$ cat config.mk
export PLATFORM = sky130hd
export DESIGN_NAME = mem_stage_pipe
export DESIGN_NICKNAME = d
export VERILOG_FILES = /design/src/rtl/mem_stage_pipe.sv
export SDC_FILE = /design/constraint.sdc
export NUM_CORES = 1
export LEC_CHECK = 0
export BUFFER_PORTS_ARGS = -buffer_cell sky130_fd_sc_hd__clkbuf_2
export CAP_MARGIN = 20
export CORE_ASPECT_RATIO = 0.7
export CORE_MARGIN = 4
export CORE_UTILIZATION = 45
export CTS_CLUSTER_DIAMETER = 200
export CTS_CLUSTER_SIZE = 25
export DETAILED_ROUTE_END_ITERATION = 16
export PLACE_DENSITY = 0.82
export SYNTH_ARGS = -nofsm -noshare
export SYNTH_HDL_FRONTEND = slang
export SYNTH_SLANG_ARGS = --single-unit
export TNS_END_PERCENT = 30
$ cat constraint.sdc
create_clock -name clk -period 4.03 [get_ports clk]
set_clock_uncertainty 0.2 [all_clocks]
set_input_delay 0.2015 -clock clk [delete_from_list [all_inputs] [get_ports clk]]
set_output_delay 0.2015 -clock clk [all_outputs]
set_load 0.005 [all_outputs]
$ cat src/rtl/mem_stage_pipe.sv
// MEM stage of the 16-bit ASIP pipeline: data-memory load/store through a req/ack
// handshake with an access timeout, producing the registered MEM/WB bundle.
module mem_stage_pipe #(
  parameter int ARQ              = 16,
  parameter int MEMORY_ADDR_SIZE = 13,
  parameter int TIMEOUT          = 8
) (
  input  logic                        clk,
  input  logic                        rst,
  input  logic                        wb_enable_mem_in,
  input  logic                        rd_mem_mem_in,
  input  logic                        wr_mem_mem_in,
  input  logic                        mux_exe_out,
  input  logic                        pc_mem_in,
  input  logic [ARQ-1:0]              src1_mem_in,
  input  logic [ARQ-1:0]              src3_mem_in,
  input  logic [ARQ-1:0]              alu_result_mem_in,
  output logic                        mem_stall,
  output logic                        dmem_req,
  output logic                        dmem_we,
  output logic [MEMORY_ADDR_SIZE-1:0] dmem_addr,
  output logic [ARQ-1:0]              dmem_wdata,
  input  logic [ARQ-1:0]              dmem_rdata,
  input  logic                        dmem_ack,
  output logic                        wb_valid,
  output logic [ARQ-1:0]              wb_result,
  output logic                        wb_enable_out,
  output logic                        pc_wb_out,
  output logic [ARQ-1:0]              wb_src1_out,
  output logic                        mem_err
);

  localparam int CNT_W = (TIMEOUT < 2) ? 1 : $clog2(TIMEOUT);
  localparam logic [CNT_W-1:0] CNT_LAST = CNT_W'(TIMEOUT - 1);

  typedef enum logic {
    IDLE   = 1'b0,
    ACCESS = 1'b1
  } state_t;

  state_t           state, state_nxt;
  logic [CNT_W-1:0] cnt;
  logic             alu_op, issue, ack_hit, tmo_hit;

  logic             we_p1, load_sel_p1, wb_en_p1, pc_p1;
  logic [ARQ-1:0]   src1_p1, src3_p1, alu_p1;

  always_comb begin
    state_nxt = state;
    alu_op    = 1'b0;
    issue     = 1'b0;
    ack_hit   = 1'b0;
    tmo_hit   = 1'b0;
    case (state)
      IDLE: begin
        if (rd_mem_mem_in || wr_mem_mem_in) begin
          issue     = 1'b1;
          state_nxt = ACCESS;
        end else begin
          alu_op = 1'b1;
        end
      end
      ACCESS: begin
        // An ack arriving on the last allowed cycle still completes the access.
        if (dmem_ack) begin
          ack_hit   = 1'b1;
          state_nxt = IDLE;
        end else if (cnt == CNT_LAST) begin
          tmo_hit   = 1'b1;
          state_nxt = IDLE;
        end
      end
      default: state_nxt = IDLE;
    endcase
  end

  always_ff @(posedge clk) begin
    if (rst) begin
      state   <= IDLE;
      cnt     <= '0;
      mem_err <= 1'b0;
    end else begin
      state <= state_nxt;
      if (issue) begin
        cnt <= '0;
      end else if (state == ACCESS && !dmem_ack) begin
        cnt <= cnt + CNT_W'(1);
      end
      if (tmo_hit) begin
        mem_err <= 1'b1;
      end
    end
  end

  // ---- stage p1: bundle latched for the duration of a memory access ----
  always_ff @(posedge clk) begin
    if (issue) begin
      we_p1       <= wr_mem_mem_in;
      load_sel_p1 <= rd_mem_mem_in && !wr_mem_mem_in && mux_exe_out;
      wb_en_p1    <= wb_enable_mem_in;
      pc_p1       <= pc_mem_in;
      src1_p1     <= src1_mem_in;
      src3_p1     <= src3_mem_in;
      alu_p1      <= alu_result_mem_in;
    end
  end

  assign mem_stall  = (state != IDLE);
  assign dmem_req   = (state == ACCESS);
  assign dmem_we    = dmem_req && we_p1;
  assign dmem_addr  = dmem_req ? alu_p1[MEMORY_ADDR_SIZE-1:0] : '0;
  assign dmem_wdata = dmem_req ? src3_p1 : '0;

  // ---- stage p2: registered MEM/WB bundle ----
  always_ff @(posedge clk) begin
    if (rst) begin
      wb_valid      <= 1'b0;
      wb_result     <= '0;
      wb_enable_out <= 1'b0;
      pc_wb_out     <= 1'b0;
      wb_src1_out   <= '0;
    end else begin
      wb_valid <= 1'b0;
      if (alu_op) begin
        wb_valid      <= 1'b1;
        wb_result     <= alu_result_mem_in;
        wb_enable_out <= wb_enable_mem_in;
        pc_wb_out     <= pc_mem_in;
        wb_src1_out   <= src1_mem_in;
      end else if (ack_hit) begin
        wb_valid      <= 1'b1;
        wb_result     <= load_sel_p1 ? dmem_rdata : alu_p1;
        wb_enable_out <= wb_en_p1;
        pc_wb_out     <= pc_p1;
        wb_src1_out   <= src1_p1;
      end else if (tmo_hit) begin
        // Squashed instruction: the bundle is emitted but writes nothing.
        wb_valid      <= 1'b1;
        wb_result     <= alu_p1;
        wb_enable_out <= 1'b0;
        pc_wb_out     <= 1'b0;
        wb_src1_out   <= src1_p1;
      end
    end
  end

endmodule

==> impl_results.md <==
- Status: finished, final reports clean
- Syn nets: 364
- CTS root buf: clkbuf_16
- GPL Wtd Cong: 0.777
- Worst-skew pair later-pin latency: 0.33 ns
- First-pass GRT wire length: 16900 um
- Max_cap viols: 0
- Cell family with most CP delay: compound AO/OA/AOI/OAI gates
- Post-CTS sizing: 0
- Clock Path Buffers: 2
- NumNets Final: 545
- DR vias: 3118
- Async SR Flop Fraction: 0
- Total grt overflow: 0
- Most frequent cells in the layout: 139 x clkbuf_2, 52 x edfxtp_1, 51 x dlygate4sd3_1, 39 x dfxtp_1, 32 x and2_1
- Initial antenna violation count: 0
- Largest net degree at the start of global routing: 44
- Most common cell after layout, fill and taps aside: clkbuf_2
- Crit path launch type: flip-flop
- Synth Instances: 290
- Syn Std Cell Area: 3810 um^2
- Crit path largest cell delay: 0.65 ns
- PD cells: 438 nW/um^2
- Int Pwr: 0.00182 W
- Number of vias per cell: 5.41
- Cell Chain, Critical Path: o21ba_2 -> or3_1 -> clkinv_4 -> a32o_1
- R2R setup slack: 1.46 ns
- VDD IR-drop max: 0.296 mV
- Number of global-route vias before repair: 3281
- Clock Sinks: 92
- Final setup viols: 0
- Yosys Warn Count: 0
- H-tree level count: 3
- Critical-path top delay cell: or3_1
- Synth Flop Type: edfxtp_1
- Share of power burned in registers: 0.479
- Hold crit path type: in -> reg
- Worst Max-Slew Pin Slew: 0.739 ns
- Total Routed Length: 10300 um
- Clock power frac: 0.383
- PortBufs: 139
- Fill cell count: 602
- Num rows: 27
- Die X: 118 um
- Die area: 10000 um^2
- Antenna viol nets, final: 0
- Fmax: 389 MHz
- Antenna diodes: 0
- Comb power frac: 0.138
- First-pass iteration count of the detailed router: 5
- Leak: 2.28 nW
- Area delta synth->final: 41.3%
- Final Hold Fails: 0
- CTS tree: done
- Synthesized area per cell: 13.1 um^2
- Slew Limit Fails: 0
- Core footprint: 8040 um^2
- RSZ-0062 raised after global routing: false
- Critical Path End Type: flip-flop
- Initial Utilization: 0.474
- Final period utilization: 0.637
- Sw Share: 0.227
- Seq/Total Area, Yosys: 0.620
- Min cycle time layout: 2.57 ns
- # hold bufs at CTS: 51
- Critical path required time: 4.06 ns
- I/O pins: 140
- DRC viols: 0
- Initial DRC Count: 255
- Netlist cell types: 34
- Total Neg Setup Slack: 0 ns
- Largest fanout on the critical path: 25
- Setup slack after layout: 1.46 ns
- Pre-CTS WS: 1.43 ns
- WL per Instance: 17.8 um
- Buf+Inv Stages, Crit Path: 1
- Setup Buffers After CTS: 0
- Share of cells above drive strength 1: 0.362
- Total CTS buffers: 9
- Hpwl dp: 6490 um
- Switch Pwr: 0.000536 W
- Tot GR Track Use: 0.211
- Post-synth EDFFs: 52
- Die Y: 85.0 um
- WS Path Type: reg -> reg
- Post-synthesis register bit count: 92
- Clock transition at path regs: 0.06 ns
- Arr. time, crit path: 2.60 ns
- Max-slew headroom: 0.507
[synth_stat cells (2+ instances only)]
library cell,n,area [um^2]
edfxtp_1,52,1560
a211o_1,7,61.3
o21ai_1,2,10.0
clkbuf_1,15,56.3
and2_1,32,200
nand2b_1,16,100
nand4_1,9,56.3
nor2_1,3,11.3
buf_2,2,10.0
ha_1,2,25.0
dfxtp_1,40,801
mux2i_1,16,160
o21ba_2,10,100
and4_1,7,61.3
o221ai_1,9,78.8
a21oi_1,5,25.0
inv_1,9,33.8
o21ai_0,2,10.0
nand2_1,2,7.51
o2bb2ai_1,16,140
a32o_1,16,160
a22oi_1,2,15.0
buf_4,5,37.5
[area by class of cell]
class,count,area [um^2],area share
multi-input combinational,164,1290,0.240
clock inverter,4,71.3,0.0132
clock buffer,11,253,0.0469
timing repair buffer,194,1240,0.229
inverter,10,42.5,0.00790
tap,101,126,0.0235
sequential,92,2360,0.439
[registers in the layout (all words and copies together), names as in the netlist, 3 cells and up]
register	flops
cnt	3
wb_src1_out	16
src3_p1	16
alu_p1	16
wb_result	16
src1_p1	16
[worst paths after layout]
check	from	end	depth (start not counted)
setup / recovery	dmem_req	wb_result[14]	4
hold / removal	mux_exe_out	load_sel_p1	2
setup reg to reg	dmem_req	wb_result[14]	4
hold reg to reg	wb_src1_out[12]	wb_src1_out[12]	1
[per-stage QoR]
step | std cells | total power, W | util | hold slack, ns | area, um^2
after floorplan | 290 | 0.00129 | - | 0.0706 | 3810
after global placement | 510 | 0.00142 | 0.566 | 0.179 | 4550
after detailed placement | 510 | 0.00143 | 0.566 | 0.180 | 4550
after CTS | 576 | 0.00238 | 0.670 | 0.0271 | 5390
after global routing | 576 | 0.00246 | 0.670 | 0.0370 | 5390
final | 576 | 0.00236 | 0.670 | 0.0381 | 5390
[kinds of logic after synthesis]
kind of cell | after synthesis | share of synthesized area
AO/OA/AOI/OAI | 71 | 0.162
multiplexers | 16 | 0.0420
adder cells (fa/ha/maj) | 2 | 0.00656
flip-flops | 92 | 0.620
AND/OR/NAND/NOR | 75 | 0.127
buffers and inverters | 34 | 0.0423
[per-layer routing]
metal  global-route usage  share of wire  vias up
li1                     -              -     1470
met1                0.271           0.45     1494
met2                0.340           0.46      142
met3               0.0753          0.078       12
met4               0.0638          0.013        0
met5                    0              0        -
[power by group through the flow]
stage / sequential [W] / combinational (W) / clock (W)
2_1_floorplan: 0.00114 / 0.000156 / 0
4_1_cts: 0.00113 / 0.000327 / 0.000929
3_5_place_dp: 0.00115 / 0.000285 / 0
5_1_grt: 0.00114 / 0.000357 / 0.000969
3_3_place_gp: 0.00115 / 0.000276 / 0
6_report: 0.00113 / 0.000326 / 0.000903
[worst reg2reg max path: stages (launching register included)]
cell and delay (ns):
dfxtp_2 0.45, o21ba_2 0.52, or3_1 0.65, clkinv_4 0.33, a32o_1 0.32
(Power assumes the default switching activity.)
